==> src/rtl/bit_serializer_if.sv <==
// Word handshake between a producer and the bit serializer.
// The producer owns in_data/in_valid; the serializer owns in_ready.
interface bit_serializer_if #(
    parameter int unsigned WIDTH = 8
);
    logic [WIDTH-1:0] in_data;
    logic             in_valid;
    logic             in_ready;

    modport master (
        output in_data,
        output in_valid,
        input  in_ready
    );

    modport slave (
        input  in_data,
        input  in_valid,
        output in_ready
    );
endinterface

==> src/rtl/bit_serializer.sv <==
// Parallel-to-serial front end: a one-word holding buffer feeds a shifter that
// emits a gapless bitstream, each bit held for DIV clock cycles.
module bit_serializer #(
    parameter int unsigned WIDTH     = 8,
    parameter bit          MSB_FIRST = 1'b1,
    parameter int unsigned DIV       = 1,
    parameter bit          IDLE_BIT  = 1'b0
) (
    input  logic                clk,
    input  logic                rst,
    bit_serializer_if.slave     in_if,
    output logic                dout,
    output logic                dout_valid,
    output logic                busy,
    output logic [15:0]         words_sent
);

    localparam int unsigned CNT_W = (WIDTH > 1) ? $clog2(WIDTH) : 1;
    localparam int unsigned DIV_W = 8;
    localparam logic [DIV_W-1:0] DIV_LAST = DIV_W'(DIV - 1);
    localparam logic [CNT_W-1:0] BIT_LAST = CNT_W'(WIDTH - 1);

    localparam logic [0:0] S_IDLE  = 1'b0;
    localparam logic [0:0] S_SHIFT = 1'b1;

    logic [0:0]       state_q, state_d;
    logic [WIDTH-1:0] hold_q, hold_d;
    logic             hold_full_q, hold_full_d;
    logic [WIDTH-1:0] shreg_q, shreg_d;
    logic [DIV_W-1:0] div_q, div_d;
    logic [CNT_W-1:0] bit_q, bit_d;
    logic             dout_d;
    logic             dout_valid_d;
    logic [15:0]      sent_d;
    logic             load;
    logic             accept;

    assign accept = in_if.in_valid && in_if.in_ready;

    // State register and all registered outputs
    always_ff @(posedge clk or posedge rst) begin
        if (rst) begin
            state_q         <= S_IDLE;
            hold_q          <= '0;
            hold_full_q     <= 1'b0;
            shreg_q         <= '0;
            div_q           <= '0;
            bit_q           <= '0;
            dout            <= IDLE_BIT;
            dout_valid      <= 1'b0;
            words_sent      <= '0;
            busy            <= 1'b0;
            in_if.in_ready  <= 1'b1;
        end else begin
            state_q         <= state_d;
            hold_q          <= hold_d;
            hold_full_q     <= hold_full_d;
            shreg_q         <= shreg_d;
            div_q           <= div_d;
            bit_q           <= bit_d;
            dout            <= dout_d;
            dout_valid      <= dout_valid_d;
            words_sent      <= sent_d;
            busy            <= (state_d == S_SHIFT) || hold_full_d;
            in_if.in_ready  <= !hold_full_d;
        end
    end

    // Next-state, shifter and holding-buffer logic
    always_comb begin
        state_d      = state_q;
        hold_d       = hold_q;
        hold_full_d  = hold_full_q;
        shreg_d      = shreg_q;
        div_d        = div_q;
        bit_d        = bit_q;
        dout_d       = dout;
        dout_valid_d = dout_valid;
        sent_d       = words_sent;
        load         = 1'b0;

        case (state_q)
            S_IDLE: begin
                dout_d       = IDLE_BIT;
                dout_valid_d = 1'b0;
                if (hold_full_q) begin
                    load = 1'b1;
                end
            end
            S_SHIFT: begin
                if (div_q == DIV_LAST) begin
                    div_d = '0;
                    if (bit_q == BIT_LAST) begin
                        sent_d = words_sent + 16'd1;
                        if (hold_full_q) begin
                            load = 1'b1;
                        end else begin
                            state_d      = S_IDLE;
                            dout_d       = IDLE_BIT;
                            dout_valid_d = 1'b0;
                        end
                    end else begin
                        bit_d   = bit_q + CNT_W'(1);
                        dout_d  = MSB_FIRST ? shreg_q[WIDTH-1] : shreg_q[0];
                        shreg_d = MSB_FIRST ? (shreg_q << 1) : (shreg_q >> 1);
                    end
                end else begin
                    div_d = div_q + DIV_W'(1);
                end
            end
            default: begin
                state_d = S_IDLE;
            end
        endcase

        // Loading presents the first bit on the same edge; shreg keeps the rest
        if (load) begin
            state_d      = S_SHIFT;
            div_d        = '0;
            bit_d        = '0;
            dout_valid_d = 1'b1;
            dout_d       = MSB_FIRST ? hold_q[WIDTH-1] : hold_q[0];
            shreg_d      = MSB_FIRST ? (hold_q << 1) : (hold_q >> 1);
            hold_full_d  = 1'b0;
        end

        // in_ready is low while hold is full, so accept and drain never coincide
        if (accept) begin
            hold_d      = in_if.in_data;
            hold_full_d = 1'b1;
        end
    end

endmodule

==> src/flat_wrapper.sv <==
// flat-port wrapper written by rule: the top's interface ports become plain ports
module bit_serializer_flat 
#(
    parameter int unsigned WIDTH     = 8,
    parameter bit          MSB_FIRST = 1'b1,
    parameter int unsigned DIV       = 1,
    parameter bit          IDLE_BIT  = 1'b0
)
  (clk, rst, dout, dout_valid, busy, words_sent, in_if_in_data, in_if_in_valid, in_if_in_ready);
  bit_serializer_if #(.WIDTH(WIDTH)) in_if_i ();
  input  logic clk;
  input  logic rst;
  output logic dout;
  output logic dout_valid;
  output logic busy;
  output logic [15:0] words_sent;
  input wire logic [$bits(in_if_i.in_data)-1:0] in_if_in_data;
  input wire logic [$bits(in_if_i.in_valid)-1:0] in_if_in_valid;
  output wire logic [$bits(in_if_i.in_ready)-1:0] in_if_in_ready;
  assign in_if_i.in_data = in_if_in_data;
  assign in_if_i.in_valid = in_if_in_valid;
  assign in_if_in_ready = in_if_i.in_ready;
  bit_serializer #(.WIDTH(WIDTH), .MSB_FIRST(MSB_FIRST), .DIV(DIV), .IDLE_BIT(IDLE_BIT)) u_core (.clk(clk), .rst(rst), .in_if(in_if_i), .dout(dout), .dout_valid(dout_valid), .busy(busy), .words_sent(words_sent));
endmodule
==> config.mk <==
export PLATFORM = sky130hd
export DESIGN_NAME = bit_serializer_flat
export DESIGN_NICKNAME = d
export VERILOG_FILES = /design/src/rtl/bit_serializer_if.sv /design/src/rtl/bit_serializer.sv /design/src/flat_wrapper.sv
export SDC_FILE = /design/constraint.sdc
export NUM_CORES = 1
export LEC_CHECK = 0
export ABC_AREA = 1
export BUFFER_PORTS_ARGS = -buffer_cell sky130_fd_sc_hd__buf_4
export CAP_MARGIN = 20
export CORE_UTILIZATION = 35
export DETAILED_ROUTE_END_ITERATION = 10
export PLACE_DENSITY = 0.56
export SYNTH_ARGS = -nofsm -noshare
export SYNTH_HDL_FRONTEND = slang
export SYNTH_SLANG_ARGS = --single-unit
==> constraint.sdc <==
create_clock -name clk -period 1.7 [get_ports clk]
set_clock_uncertainty 0.2 [all_clocks]
set_input_delay 0.34 -clock clk [delete_from_list [all_inputs] [get_ports clk]]
set_output_delay 0.34 -clock clk [all_outputs]
set_load 0.01 [all_outputs]
==> results of run 1 <==
## routing by layer
| metal | up-vias | global-route usage [%] | wire length [um] |
|---|---|---|---|
| met5 | - | 0 | 0 |
| met4 | 0 | 4.39 | 52 |
| met3 | 5 | 2.95 | 153 |
| met2 | 30 | 26.3 | 2550 |
| met1 | 952 | 16.7 | 2360 |
| li1 | 1053 | - | - |
## registers in the layout, indices dropped and copies added (netlist names), 3 cells and up
name and count:
u_core.hold_q 8, u_core.div_q 8, u_core.words_sent 16, u_core.bit_q 3
u_core.shreg_q 7
## through the flow
step	cell area (um^2)	util [%]	setup WS, ns
after floorplan	2490	-	0.0172
after global placement	2910	42.7	0.0194
after detailed placement	2910	42.7	-0.00661
after CTS	3010	44.0	0.0134
after global routing	3160	46.2	-0.0490
final	3160	46.2	0.0398
## cells in the final DEF, fill, tap and decap left out, types with 5 or more instances in the layout
| cell type | count |
|---|---|
| sky130_fd_sc_hd__a21oi_1 | 6 |
| sky130_fd_sc_hd__buf_4 | 43 |
| sky130_fd_sc_hd__clkbuf_8 | 5 |
| sky130_fd_sc_hd__dfrtp_1 | 47 |
| sky130_fd_sc_hd__inv_1 | 19 |
| sky130_fd_sc_hd__inv_2 | 8 |
| sky130_fd_sc_hd__mux2_2 | 7 |
| sky130_fd_sc_hd__nand2_1 | 93 |
| sky130_fd_sc_hd__nand2_2 | 6 |
| sky130_fd_sc_hd__nand3_1 | 17 |
| sky130_fd_sc_hd__nand4_1 | 9 |
| sky130_fd_sc_hd__nor2_1 | 23 |
| sky130_fd_sc_hd__nor2_2 | 5 |
| sky130_fd_sc_hd__o21ai_0 | 9 |
| sky130_fd_sc_hd__o21ai_2 | 5 |
## logic make-up (layout without fill, tap and decap cells)
group	after synthesis	in the layout	share of synthesized area [%]
and+or+nand+nor	170	171	32.2
adders and majority gates	5	5	2.51
DFF	48	48	48.3
AOI/OAI and AO/OA	25	26	5.73
xor gates and xnor gates	5	5	1.76
buffers and inverters	35	87	6.38
muxes	7	7	3.16
## worst min path at each step
| stage | from | endpoint | slack, ns | cells past startpoint |
|---|---|---|---|---|
| floorplan | u_core.hold_q[0] | u_core.shreg_q[1] | 0.24 | 2 |
| detailed placement | rst | u_core.shreg_q[4] | 0.22 | 3 |
| CTS | in_if_in_data[2] | u_core.hold_q[2] | 0.05 | 2 |
| finish | in_if_in_data[2] | u_core.hold_q[2] | 0.06 | 2 |
| global placement | rst | u_core.words_sent[8] | 0.21 | 3 |
| global route | in_if_in_data[3] | u_core.hold_q[3] | 0.04 | 2 |
## power by group through the flow
stage	Clock, mW	Combinational (mW)	Sequential, mW
2_1_floorplan	0	0.728	1.69
3_3_place_gp	0	1.06	1.72
3_5_place_dp	0	1.07	1.72
4_1_cts	0.703	1.07	1.70
5_1_grt	0.738	1.33	1.76
6_report	0.671	1.17	1.72
## timing repair
action,in CTS,in global routing
pin swaps,3,9
hold endpoints to repair,47,0
endpoints found under the setup margin,9,26
gates cloned,0,3
resized for setup,0,28
hold buffers,1,0
setup buffers,0,3
## cell type report
class	instances	area (um^2)
clock buffer	6	72.6
clock inverter	2	12.5
tap	96	120
inverter	30	124
fill	688	3670
timing repair buffer	49	392
multi-input combinational	214	1230
sequential	48	1200
==> summary.md, run 1 <==
| Metric | Value |
|---|---|
| Yosys top cell by area | `sky130_fd_sc_hd__dfrtp_1` |
| Number of rows created at floorplan | `30` |
| Placed wire-length estimate after detailed placement | `3.53 mm` |
| Antenna violations before repair | `0` |
| End of the worst register-to-register path | `u_core.shreg_q[4]` |
| Leading cell types by total area after synthesis | `sky130_fd_sc_hd__dfrtp_1 47%, sky130_fd_sc_hd__nand2_1 15%, sky130_fd_sc_hd__nor2_1 3.8%` |
| Async SR Flop Fraction | `100%` |
| Combinational group share of total power | `between 30% and 40%` |
| Post-route total power | `3.56 mW` |
| Final worst-path cycle share | `a little over nine tenths` |
| Kind of launch point of the worst setup path | `flop` |
| Remaining global-route overflow | `0` |
| Sum Neg Setup Slack | `0 ns` |
| Cells along the critical path | `inv_2 -> ha_4 -> nand2_4 -> nor2_4 -> nand2_4 -> nand2_4 -> buf_4 -> nand4_1 -> nand3_1` |
| Overall via count from detail_route | `just over 2k` |
| Net count of the finished layout | `364` |
| Number of synthesized register bits | `48` |
| Share of layout cells above drive strength 1 | `30.9%` |
| Outcome | `completed` |
| Power per unit of standard cell area | `1130 nW/um^2` |
| Timing endpoint of the critical path | `u_core.shreg_q[4]` |
| Most frequently used cell type in the post-synthesis netlist | `sky130_fd_sc_hd__nand2_1` |
| RSZ-0062 raised after global routing | `yes` |
| GRT Overall Usage | `14.3%` |
| Setup Viol. Count Final | `0` |
| Fmax | `602 MHz` |
| Root Buffer Master | `sky130_fd_sc_hd__clkbuf_8` |
| Post-Synthesis Cells | `295` |
| Largest incremental delay on the critical path | `~0.4 ns` |
| Maximum net fanout on the critical path | `10` |
| First-pass GRT wire length | `8.49 mm` |
| Non-filler instance count after layout | `around 450` |
| Worst vdd rail ir drop | `around 0.57 mV` |
| Clock insertion delay at the later pin of the skew report | `0.30 ns` |
| Mean routed wirelength per cell | `between 10 and 15 um` |
| Total iterations of the first detailed-routing run | `4` |
| EDFF count, synth | `0` |
| Maximum number of pins on one net before global-route repair | `49` |
| Number of hold violations in the final report | `0` |
| DR DRC count | `0` |
| Arrival time of data at the critical path endpoint | `1.70 ns` |
| Vias in the first global route | `1949` |
| CORE AREA | `6830 um^2` |
| Worst-case clock buffer depth | `2` |
| Start point of the critical path | `u_core.div_q[1]` |
| Worst Path Class, Setup | `flop to flop` |
| Initial core utilization | `a little over a third` |
| Avg Inst Size Synth | `approximately 8.4 um^2` |
| Detailed-route wire length | `5.12 mm` |
| Cell count after placement | `430` |
| Die X | `86.4 um` |
| Max-Slew Margin vs Limit | `73.5%` |
| Maximum capacitance violations | `0` |
| Reg power frac | `between 40% and 50%` |
| Cell area after technology mapping | `2490 um^2` |
| Cell leakage power | `~1.5 nW` |
| Last weighted congestion value of the routability-driven placer | `0.779` |
| Top-Level Pins | `31` |
| Clock tree from TritonCTS | `built` |
| Worst-margin pin slew | `0.397 ns` |
| Via density | `4.58` |
| Origin of the critical flop-to-flop path | `u_core.div_q[1]` |
| Data required, critical path | `1.74 ns` |
| Final critical-path required period | `between 1.5 and 2 ns` |
| Most frequent cell on the critical path | `sky130_fd_sc_hd__nand2_4` |
| Critical path buffer and inverter count | `2` |
| CTS Buf Count | `5` |
| Portion of total power attributed to the clock network | `18.9%` |
| Clock-pin transition on the worst setup and hold timing paths | `0.09 ns` |
| Unique cell type count in the Yosys netlist | `33` |
| Sequential area share after synthesis | `approximately half` |
| Die area | `7460 um^2` |
| Detailed Route Iter0 Violations | `126` |
| Antenna diodes | `0` |
| Clock Sink Count | `48` |
| Final slew viol count | `0` |
| Class of the tightest hold or removal check | `input port to flop` |
| Dominant register cell in the synthesized netlist | `sky130_fd_sc_hd__dfrtp_1` |
| Setup slack on the worst flop-to-flop path | `0.04 ns` |
| Cells on worst reg2reg path | `9` |
| Fraction of power spent switching nets | `around a third` |
| Number of I/O port buffers | `30` |
| Slowest-stage cell, CP | `sky130_fd_sc_hd__dfrtp_1` |
| Top cells by instance count after synthesis | `97 x sky130_fd_sc_hd__nand2_1, 47 x sky130_fd_sc_hd__dfrtp_1, 25 x sky130_fd_sc_hd__nor2_1` |
| CP top delay family | `simple AND/OR/NAND/NOR gates` |
| Overall die height | `86.4 um` |
| Post-Synthesis Net Count | `~310` |
| Switching power total | `1.24 mW` |
| Syn-to-layout area delta | `26.7%` |
| Synth top area share | `between 40% and 50%` |
| Instance count on the critical path | `9` |
| Number of warnings reported in the yosys synthesis log | `0` |
| Post-route worst hold slack | `roughly 0.063 ns` |
| Internal power | `2.32 mW` |
| H-tree levels | `2` |
| Remaining antenna violation count | `0` |
| Critical Path Sink Type | `flop` |
(Power assumes the default switching activity.)
==> run 2: changes to the inputs <==
--- a/config.mk
+++ b/config.mk
@@ -8,9 +8,11 @@
 export ABC_AREA = 1
 export BUFFER_PORTS_ARGS = -buffer_cell sky130_fd_sc_hd__buf_4
 export CAP_MARGIN = 20
+export CELL_PAD_IN_SITES_DETAIL_PLACEMENT = 0
+export CELL_PAD_IN_SITES_GLOBAL_PLACEMENT = 1
 export CORE_UTILIZATION = 35
 export DETAILED_ROUTE_END_ITERATION = 10
-export PLACE_DENSITY = 0.56
+export PLACE_DENSITY = 0.7
 export SYNTH_ARGS = -nofsm -noshare
 export SYNTH_HDL_FRONTEND = slang
 export SYNTH_SLANG_ARGS = --single-unit
==> run 2 against run 1 <==
Effect of this change:
- total power up 3.9%
- clock power increased by 23%
- sequential cell count unchanged
- core utilization is 0.20 points higher
- worst hold slack improved by 0.0031 ns
- first-iteration DRC count decreased by 34%
- combinational power hardly changed
- sequential power about the same
- global-route usage up 0.23 points
- via count fell by 0.59%
- critical path depth shrank 1
- sequential share of layout area is 0.13 points lower
- critical endpoint is now u_core.words_sent[7]
- largest cell class unchanged
- largest power group unchanged
==> summary.md, run 2 (same netlist as run 1, synthesis figures left out) <==
| Metric | Value |
|---|---|
| Outcome | `completed` |
| Kind of launch point of the worst setup path | `flop` |
| Final critical-path required period | `1.68 ns` |
| Cell leakage power | `~1.5 nW` |
| Share of layout cells above drive strength 1 | `a little under a third` |
| Cells along the critical path | `inv_2 -> ha_4 -> nand2_2 -> nor2_4 -> nand4_4 -> buf_12 -> o21ai_2 -> nand2_1` |
| Slowest-stage cell, CP | `sky130_fd_sc_hd__dfrtp_1` |
| Last weighted congestion value of the routability-driven placer | `0.743` |
| Overall die height | `about 86 um` |
| Max-Slew Margin vs Limit | `73.3%` |
| Leading cell type in the layout, fill and taps excluded | `sky130_fd_sc_hd__nand2_1` |
| Critical path buffer and inverter count | `2` |
| Power per unit of standard cell area | `1160 nW/um^2` |
| Worst-case clock buffer depth | `2` |
| Worst-margin pin slew | `0.401 ns` |
| Antenna diodes | `0` |
| Arrival time of data at the critical path endpoint | `1.67 ns` |
| Die area | `7460 um^2` |
| Setup slack on the worst flop-to-flop path | `0.02 ns` |
| Number of rows created at floorplan | `30` |
| Net count of the finished layout | `361` |
| Class of the tightest hold or removal check | `input port to flop` |
| DR DRC count | `0` |
| Placed wire-length estimate after detailed placement | `3.61 mm` |
| Top library cells by usage in the layout, fill and taps aside | `95 x sky130_fd_sc_hd__nand2_1, 46 x sky130_fd_sc_hd__dfrtp_1, 41 x sky130_fd_sc_hd__buf_4` |
| Root Buffer Master | `sky130_fd_sc_hd__clkbuf_8` |
| Final worst-path cycle share | `98.8%` |
| Maximum net fanout on the critical path | `6` |
| Area of all placed cells without fillers | `3170 um^2` |
| CORE AREA | `6830 um^2` |
| Initial core utilization | `about 36%` |
| Remaining global-route overflow | `0` |
| Detailed Route Iter0 Violations | `between 80 and 90` |
| Number of I/O port buffers | `30` |
| First-pass GRT wire length | `8.54 mm` |
| Biggest register | `u_core.words_sent` |
| Overall via count from detail_route | `slightly above 2k` |
| Final slew viol count | `0` |
| Maximum number of pins on one net before global-route repair | `between 40 and 50` |
| Largest incremental delay on the critical path | `0.39 ns` |
| Clock insertion delay at the later pin of the skew report | `0.30 ns` |
| Detailed-route wire length | `roughly 5 mm` |
| CP top delay family | `simple AND/OR/NAND/NOR gates` |
| GRT Overall Usage | `14.5%` |
| Die X | `86.4 um` |
| Fmax | `595 MHz` |
| Post-Route Utilization | `46.4%` |
| RSZ-0062 raised after global routing | `yes` |
| Maximum capacitance violations | `0` |
| Vias in the first global route | `1916` |
| Data required, critical path | `between 1.5 and 2 ns` |
| Top-Level Pins | `31` |
| Syn-to-layout area delta | `27.3%` |
| Layout filler cell count | `703` |
| CTS Buf Count | `5` |
| Worst vdd rail ir drop | `about 0.61 mV` |
| Flip-flop count of the largest register after layout | `16` |
| Worst Path Class, Setup | `flop to flop` |
| Combined area of the multi-input logic cells | `1220 um^2` |
| Via density | `4.59` |
| Clock tree from TritonCTS | `built` |
| Mean routed wirelength per cell | `approximately 11 um` |
| Setup Viol. Count Final | `0` |
| Clock-pin transition on the worst setup and hold timing paths | `0.09 ns` |
| Clock Sink Count | `48` |
| Total iterations of the first detailed-routing run | `4` |
| Largest registers | `u_core.words_sent x16, u_core.div_q x8, u_core.hold_q x8` |
| Placement-stage cell area | `2930 um^2` |
| Area taken by flip-flops and latches | `1200 um^2` |
| Critical Path Sink Type | `flop` |
| Remaining antenna violation count | `0` |
| Number of hold violations in the final report | `0` |
| Antenna violations before repair | `0` |
| H-tree levels | `2` |
==> run 2: cell count changes in the layout (fill, tap and decap cells not counted), moves of 2 or more <==
cell	change
sky130_fd_sc_hd__nand2_1	+2
sky130_fd_sc_hd__o21ai_2	-2
sky130_fd_sc_hd__nand2_4	-2
sky130_fd_sc_hd__nor2_2	+3
sky130_fd_sc_hd__buf_4	-2
sky130_fd_sc_hd__nor2_1	-3
==> run 2: worst paths after layout <==
check                            startpoint  cells after the start                    end
setup / recovery            u_core.div_q[1]                      8   u_core.words_sent[7]
max in group asynchronous               rst                      4  u_core.in_if.in_ready
setup reg to reg            u_core.div_q[1]                      8   u_core.words_sent[7]
hold / removal             in_if_in_data[6]                      2       u_core.hold_q[6]
min in group asynchronous               rst                      4       u_core.hold_q[4]
hold reg to reg            u_core.hold_q[0]                      2      u_core.shreg_q[1]
==> run 2: area by class of cell <==
type / count / share of cell area, %
Clock buffer: 6 / 2.29
Multi-Input combinational cell: 213 / 38.5
Sequential cell: 48 / 38.0
Timing Repair Buffer: 47 / 12.4
Tap cell: 96 / 3.79
Clock inverter: 2 / 1.10
Inverter: 30 / 3.99
==> run 2: routing by layer <==
metal	GRT usage (%)	share of wire [%]
met1	17.5	47
met2	26.4	49
met3	3.33	3.5
met4	3.18	0.48
met5	0	0
==> run 2: through the flow <==
step | hold WS (ns) | worst slack [ns] | setup TNS, ns | std cells | power, mW
CTS | 0.0559 | 0.00344 | 0 | 439 | 3.64
floorplan | 0.236 | 0.0172 | 0 | 295 | 2.42
global route | 0.0591 | -0.0743 | -0.619 | 442 | 3.99
detailed placement | 0.212 | -0.00199 | -0.00199 | 430 | 2.79
global placement | 0.211 | 0.00496 | 0 | 430 | 2.78
finish | 0.0659 | 0.0200 | 0 | 442 | 3.69
==> run 2: repair_timing <==
item,CTS,global route
gates cloned,0,1
buffers inserted,0,2
gates resized for setup,3,26
endpoints found under the setup margin,12,26
hold buffers,1,0
endpoints found under the hold margin,47,0
pin swaps,2,8
==> run 2: report_power, final <==
part / switching (mW) / internal (mW) / total (mW)
Combinational: 0.593 / 0.565 / 1.16
Clock: 0.390 / 0.437 / 0.828
Sequential: 0.237 / 1.47 / 1.71
==> run 2: worst register-to-register path: cells and delay by family, from the launching register on <==
| kind | cells | cell delay [ns] |
|---|---|---|
| simple gates | 4 | 0.46 |
| buf+inv | 2 | 0.28 |
| compound gates | 1 | 0.12 |
| fa+ha+maj | 1 | 0.12 |
| flops | 1 | 0.39 |
